===== src/rtl/perf_counter_bank.sv =====
`default_nettype none
// ============================================================================
// perf_counter_bank: parametrised bank of event counters with snapshot
// shadows, sticky overflow flags, preload and a registered indexed read port.
// Revision: 1.0
// ============================================================================
module perf_counter_bank #(
  parameter int WIDTH   = 16,
  parameter int NUM_CNT = 7,
  parameter int IDX_W   = 3
) (
  input  logic               clk_i,
  input  logic               rst_ni,
  input  logic               cnt_en_i,
  input  logic [NUM_CNT-1:0] inc_en_i,
  input  logic               clr_i,
  input  logic               snap_i,
  input  logic               wr_en_i,
  input  logic [IDX_W-1:0]   wr_idx_i,
  input  logic [WIDTH-1:0]   wr_data_i,
  input  logic [IDX_W-1:0]   rd_idx_i,
  input  logic               rd_sel_i,
  output logic [WIDTH-1:0]   rd_data_o,
  output logic               rd_ovf_o,
  output logic               ovf_any_o,
  output logic               snap_valid_o
);

  logic [WIDTH-1:0]   cnt_q [NUM_CNT];
  logic [WIDTH-1:0]   cnt_d [NUM_CNT];
  logic [WIDTH-1:0]   shd_q [NUM_CNT];
  logic [WIDTH-1:0]   shd_d [NUM_CNT];
  logic [NUM_CNT-1:0] ovf_q, ovf_d;
  logic               snap_valid_q, snap_valid_d;
  logic [WIDTH-1:0]   rd_data_q, rd_data_d;
  logic               rd_ovf_q, rd_ovf_d;

  // Priority per counter: clear, then preload, then increment.
  always_comb begin
    for (int i = 0; i < NUM_CNT; i++) begin
      cnt_d[i] = cnt_q[i];
      shd_d[i] = shd_q[i];
      ovf_d[i] = ovf_q[i];
      if (clr_i) begin
        cnt_d[i] = '0;
        shd_d[i] = '0;
        ovf_d[i] = 1'b0;
      end else begin
        if (snap_i) shd_d[i] = cnt_q[i];
        if (wr_en_i && (wr_idx_i == IDX_W'(i))) begin
          cnt_d[i] = wr_data_i;
          ovf_d[i] = 1'b0;
        end else if (cnt_en_i && inc_en_i[i]) begin
          cnt_d[i] = cnt_q[i] + WIDTH'(1);
          if (&cnt_q[i]) ovf_d[i] = 1'b1;
        end
      end
    end
    snap_valid_d = clr_i ? 1'b0 : (snap_valid_q | snap_i);
  end

  // Indices with no matching counter fall through to zero.
  always_comb begin
    rd_data_d = '0;
    rd_ovf_d  = 1'b0;
    for (int i = 0; i < NUM_CNT; i++) begin
      if (rd_idx_i == IDX_W'(i)) begin
        rd_data_d = rd_sel_i ? shd_q[i] : cnt_q[i];
        rd_ovf_d  = ovf_q[i];
      end
    end
  end

  always_ff @(posedge clk_i or negedge rst_ni) begin
    if (!rst_ni) begin
      for (int i = 0; i < NUM_CNT; i++) begin
        cnt_q[i] <= '0;
        shd_q[i] <= '0;
      end
      ovf_q        <= '0;
      snap_valid_q <= 1'b0;
      rd_data_q    <= '0;
      rd_ovf_q     <= 1'b0;
    end else begin
      for (int i = 0; i < NUM_CNT; i++) begin
        cnt_q[i] <= cnt_d[i];
        shd_q[i] <= shd_d[i];
      end
      ovf_q        <= ovf_d;
      snap_valid_q <= snap_valid_d;
      rd_data_q    <= rd_data_d;
      rd_ovf_q     <= rd_ovf_d;
    end
  end

  assign rd_data_o    = rd_data_q;
  assign rd_ovf_o     = rd_ovf_q;
  assign ovf_any_o    = |ovf_q;
  assign snap_valid_o = snap_valid_q;

endmodule
`default_nettype wire


===== config.mk =====
export PLATFORM = sky130hd
export DESIGN_NAME = perf_counter_bank
export DESIGN_NICKNAME = d
export VERILOG_FILES = /design/src/rtl/perf_counter_bank.sv
export SDC_FILE = /design/constraint.sdc
export NUM_CORES = 1
export LEC_CHECK = 0
export CAP_MARGIN = 25
export CORE_ASPECT_RATIO = 2
export CORE_MARGIN = 2
export CORE_UTILIZATION = 50
export DETAILED_ROUTE_END_ITERATION = 8
export PLACE_DENSITY = 0.67
export SLEW_MARGIN = 0
export SYNTH_ARGS = -nofsm -noshare
export SYNTH_HDL_FRONTEND = slang
export SYNTH_SLANG_ARGS = --single-unit

===== constraint.sdc =====
create_clock -name clk_i -period 3.7 [get_ports clk_i]
set_input_delay 0.37 -clock clk_i [delete_from_list [all_inputs] [get_ports clk_i]]
set_output_delay 0.37 -clock clk_i [all_outputs]
set_load 0.005 [all_outputs]

## Word level (Yosys, flattened, before mapping)

Index checks and enable logic that the tools add are counted.

| storage, ports and cells | value |
|---|---|
| register bits after elaboration | 249 |
| bits in latches | 0 |
| RAM bits | 0 |
| memory bits (read-only) | 0 |
| logic and storage cells | 175 |
| memories | 0 |

| operators by class | value |
|---|---|
| add/sub/neg operators | 7 |
| multiply operators | 0 |
| divide/modulo/power cells | 0 |
| $lt $le $gt $ge | 0 |
| equality and inequality tests | 12 |
| shifts and indexed selects | 0 |
| muxes and demuxes | 85 |
| bitwise gates (word level) | 1 |
| reductions and logical operators | 46 |

Operators by type and width:

| kind | count |
|---|---|
| $mux 16 | 49 |
| $add 16x1->16 const B | 7 |
| $reduce_and 16->1 | 7 |
| $reduce_bool 3->1 | 14 |
| $mux 1 | 36 |
| $eq 3x3->1 const B | 6 |
| $logic_and 1x1->1 | 14 |
| $reduce_and 2->1 | 7 |
| $eq 3x2->1 const B | 4 |
| $reduce_or 7->1 | 1 |
| $eq 3x1->1 const B | 2 |
| $logic_not 3->1 | 2 |
| $reduce_bool 2->1 | 1 |
| $or 1x1->1 | 1 |

## Logic depth before layout (Yosys ltp)

| depth | value |
|---|---|
| depth in word-level cells | 8 |
| mapped depth | 8 |

## Worst setup path after synthesis

No wires, ideal clock.

| path | value |
|---|---|
| kind | register to register |
| from | register cnt_q[48] in the netlist's numbering |
| to | register cnt_q[60] in the netlist's numbering |
| library setup time | 99 ps |
| arrival time | 1570 ps |
| slack | 2031 ps |
| cell stages (with the launch flop) | 7 |
| buffers on the path | 1 |
| period minus slack after synthesis | 1669 ps |
| cells stage by stage | dfrtp_1 -> ha_1 -> and3_1 -> buf_2 -> nand4_1 -> or3_1 -> a311oi_1 |

| on the way | value |
|---|---|
| cells in the longest elaborated chain, start to end | 4 |

RTL lines:

| what | RTL line | source |
|---|---|---|
| start: declaration | 29 | `logic [WIDTH-1:0] cnt_q [NUM_CNT];` |
| start signal: indexed assignment | 86 | `cnt_q[i] <= cnt_d[i];` |
| $add 16x1->16 | 54 | `cnt_d[i] = cnt_q[i] + WIDTH'(1);` |
| $mux 16 | 53 | `end else if (cnt_en_i && inc_en_i[i]) begin` |
| $mux 16 | 50 | `if (wr_en_i && (wr_idx_i == IDX_W'(i))) begin` |
| $mux 16 | 44 | `if (clr_i) begin` |

No other way between the ends. The select of a mux whose other input is x is not followed.
A chain may end at the register's enable or synchronous reset.

## Worst setup path in the final report

| path | value |
|---|---|
| from | input port rd_idx_i[2] |
| to | register rd_data_q[13] (netlist: rd_data_o[13]) |

| on the way | value |
|---|---|
| cells in the longest elaborated chain, start to end | 8 |
| elaborated cells on any way between the ends | 14 |
| those cells by class | 6 x eq/ne; 7 x mux; 1 x reduce/logical |

RTL lines:

| what | RTL line | source |
|---|---|---|
| start: declaration | 21 | `input logic [IDX_W-1:0] rd_idx_i,` |
| $logic_not 3->1 | 67 | `if (rd_idx_i == IDX_W'(i)) begin` |
| $mux 16 (6 in series) | 67 |  |
| $mux 16 * | 67 |  |
| via rd_data_d[13] | 35 | `logic [WIDTH-1:0] rd_data_q, rd_data_d;` |
| end signal: assignment | 91 | `rd_data_q <= rd_data_d;` |
| end: declaration | 35 |  |

The timed path passes the listed nets; every way through them passes the cells marked *.

==> impl_metrics.sql <==
INSERT INTO impl_metrics (metric_group, metric, value, unit) VALUES
('final_layout', 'final_design_area_no_fill', '15300', 'µm²'),
('route', 'final_antenna_net_count', '0', ''),
('setup_path', 'timing.critical_path.fanout_max', '24', ''),
('route', 'vias', '11165', ''),
('floorplanning', 'num_io_pins', '55', ''),
('cts', 'cts-buffers-inserted', '24', ''),
('logic_synthesis', 'synth_edf_count', '0', ''),
('timing', 'finalHoldWorstSlack', '323', 'ps'),
('logic_synthesis', 'post_synth_inst_count', '1411', ''),
('setup_path', 'critical_path.most_common_cell', 'sky130_fd_sc_hd__a22oi_1', ''),
('global_route', 'grt-ovfl-total', '0', ''),
('final_layout', 'drive_gt1_share', '5.26', '%'),
('setup_path', 'startpoint_type', 'input port', ''),
('setup_path', 'path_buf_inv', '2', ''),
('logic_synthesis', 'synth_ff_type', 'sky130_fd_sc_hd__dfrtp_1', ''),
('run_status', 'status', 'completed', ''),
('timing', 'setup_viol', '0', ''),
('cts', 'worstSkewPairLatency', '540', 'ps'),
('setup_path', 'worst-path-stages', '7', ''),
('logic_synthesis', 'syn-num-nets', '1454', ''),
('floorplanning', 'coreArea', '27000', 'µm²'),
('cts', 'post_cts_resize_count', '0', ''),
('logic_synthesis', 'synth.cells.most_frequent', '249 x sky130_fd_sc_hd__dfrtp_1, 241 x sky130_fd_sc_hd__nor2_1, 206 x sky130_fd_sc_hd__mux2i_1', ''),
('timing', 'setup_repair_after_global_routing_missed_its_margin', 'false', ''),
('timing', 'timing_max_transition_violations_final', '0', ''),
('setup_path', 'critPathRequiredTime', '4090', 'ps'),
('cts', 'clock_tree.htree_level_count', '1', ''),
('cts', 'clock_sink_count', '249', ''),
('logic_synthesis', 'synth-async-reset-ratio', '100', '%'),
('pwr', 'peakVddDrop', '0.416', 'mV'),
('logic_synthesis', 'synth_area_per_cell', '9.74', 'µm²'),
('logic_synthesis', 'synth_top_cells_by_area', 'sky130_fd_sc_hd__dfrtp_1 45%, sky130_fd_sc_hd__mux2i_1 15%, sky130_fd_sc_hd__nor2_1 6.6%, sky130_fd_sc_hd__a211oi_1 6.1%, sky130_fd_sc_hd__xor2_1 4.1%', ''),
('final_layout', 'antenna_cells_inserted', '0', ''),
('setup_path', 'timing.critical_path.slowest_stage_cell', 'sky130_fd_sc_hd__and2b_1', ''),
('floorplanning', 'start_util', '50.9', '%'),
('setup_path', 'worst_setup_path_end_kind', 'flop', ''),
('cts', 'clock_tree_from_tritoncts', 'built', ''),
('floorplanning', 'chipHeight', '238', 'µm'),
('run', 'max_cap_violations', '0', ''),
('hold_path', 'hold_class', 'input port to flop', ''),
('timing', 'final_min_period_over_clock_period', '65.4', '%'),
('route', 'total_routed_wirelength', '42900', 'µm'),
('pwr', 'power_density', '386', 'nW/µm²'),
('floorplanning', 'fp.dieW', '121', 'µm'),
('placement', 'place.port_buffers', '54', ''),
('route', 'wl_per_cell', '24.2', 'µm'),
('cts', 'cts.repair_timing.setup_buffer_count', '0', ''),
('timing', 'finClkSkew', '10.1', 'ps'),
('final_layout', 'layout-area-overhead-vs-synth', '11.0', '%'),
('route', 'first_iter_violations', '992', ''),
('placement', 'gp_routability_congestion', '0.935', ''),
('timing', 'worst_slew_pin_slew', '996', 'ps'),
('setup_path', 'timing.setup.critical_path_class', 'input port to flop', ''),
('timing', 'max_clock_freq', '414', 'MHz'),
('pwr', 'total_leakage_power', '0.00677', 'µW'),
('logic_synthesis', 'area_share_of_the_largest_cell_type_after_synthesis', '45.4', '%'),
('placement', 'detailed_place_hpwl', '29400', 'µm'),
('cts', 'ctsLongestPathBuffers', '3', ''),
('cts', 'clock_slew_at_reported_path_ffs', '60', 'ps'),
('cts', 'cts-root-buf', 'sky130_fd_sc_hd__clkbuf_16', ''),
('route', 'drc', '0', ''),
('global_route', 'antenna_found_initial', '0', ''),
('setup_path', 'worst_reg2reg_path_length_in_cells', '5', ''),
('logic_synthesis', 'ys_ff_latch', '249', ''),
('logic_synthesis', 'yosys_warnings', '0', ''),
('timing', 'fin_tns_setup', '0', 'ps'),
('logic_synthesis', 'netlist.top_cell.by_area', 'sky130_fd_sc_hd__dfrtp_1', ''),
('logic_synthesis', 'cell_with_the_most_instances_after_synthesis', 'sky130_fd_sc_hd__dfrtp_1', ''),
('route', 'viasPerCell', '6.29', ''),
('timing', 'hold_viol', '0', ''),
('logic_synthesis', 'ys_seq_area_share', '45.4', '%');
[repair_timing]
action	in CTS	in global routing
hold endpoints to repair	91	0
hold buffers	1	0
endpoints found under the setup margin	0	0
[kinds of logic (layout without fill, tap and decap cells)]
| kind of cell | after synthesis | after routing | synth area share (%) |
|---|---|---|---|
| compound gates | 264 | 264 | 13.2 |
| xor+xnor | 93 | 93 | 5.93 |
| buf+inv | 108 | 123 | 3.23 |
| mux | 210 | 210 | 15.5 |
| simple gates | 480 | 480 | 16.2 |
| fa+ha+maj | 7 | 7 | 0.638 |
| flops | 249 | 249 | 45.4 |
[layout make-up]
type	instances	area, µm²
fillers	2455	11800
multi-input cells	1054	7060
flip-flops and latches	249	6230
repair buffers	80	822
clock buffers	34	669
well taps	348	435
inverters	8	30.0
clock inverters	1	5.00
[per-stage QoR]
| stage | total power (µW) | setup WS (ps) | cells |
|---|---|---|---|
| 2_1_floorplan | 3300 | 2030 | 1411 |
| 3_3_place_gp | 3640 | 827 | 1738 |
| 3_5_place_dp | 3650 | 795 | 1738 |
| 4_1_cts | 5920 | 1350 | 1774 |
| 5_1_grt | 6090 | 1120 | 1774 |
| 6_report | 5890 | 1280 | 1774 |
[worst paths after layout]
kind                                           end                    from
min in group asynchronous    shd_q[42]$_DFFE_PN0P_                  rst_ni
hold reg to reg             snap_valid_o$_DFF_PN0_  snap_valid_o$_DFF_PN0_
hold / removal              shd_q[103]$_DFFE_PN0P_                   clr_i
setup reg to reg             cnt_q[89]$_DFFE_PN0P_   cnt_q[83]$_DFFE_PN0P_
setup / recovery           rd_data_o[13]$_DFF_PN0_             rd_idx_i[2]
max in group asynchronous    shd_q[24]$_DFFE_PN0P_                  rst_ni
[worst register-to-register path: stages, from the launching register on]
cell	delay (ps)
sky130_fd_sc_hd__dfrtp_1	450
sky130_fd_sc_hd__nand3_1	210
sky130_fd_sc_hd__nor4_1	780
sky130_fd_sc_hd__nand2_1	190
sky130_fd_sc_hd__xor2_1	180
sky130_fd_sc_hd__a211oi_1	260
[layer usage]
layer	wire (µm)	vias to the layer above	part of all wire, %	GRT usage, %
li1	-	5073	-	-
met1	15700	5539	37	35.3
met2	21400	395	50	50.8
met3	2270	158	5.3	4.11
met4	3530	0	8.2	21.1
met5	0	-	0	0
[cell usage in the layout, fill, tap and decap left out, types with 18 or more instances in the layout]
cell type	netlist	final
sky130_fd_sc_hd__nor2_1	241	241
sky130_fd_sc_hd__nor2b_1	18	18
sky130_fd_sc_hd__a211oi_1	111	111
sky130_fd_sc_hd__and3_1	28	28
sky130_fd_sc_hd__nand2_1	81	81
sky130_fd_sc_hd__nand4_1	18	18
sky130_fd_sc_hd__buf_4	2	19
sky130_fd_sc_hd__a22oi_1	30	30
sky130_fd_sc_hd__xnor2_1	29	29
sky130_fd_sc_hd__mux2i_1	206	206
sky130_fd_sc_hd__dfrtp_1	249	249
sky130_fd_sc_hd__nand3_1	41	41
sky130_fd_sc_hd__xor2_1	64	64
sky130_fd_sc_hd__clkbuf_16	0	25
sky130_fd_sc_hd__clkdlybuf4s50_1	0	50
sky130_fd_sc_hd__o21ai_0	69	69
[power breakdown]
group	internal (µW)	leakage, µW	switching, µW	total (µW)
Combinational	258	0.00302	440	698
Clock	1240	0.000329	1040	2280
Sequential	2810	0.00342	99.6	2910
[sequential cells by signal, indices dropped and copies added (netlist names)]
name	flops
cnt_q	112
shd_q	112
rd_data_o	16
ovf_q	7
rd_ovf_o	1
snap_valid_o	1
No activity file was read; power rests on OpenSTA's default activity.
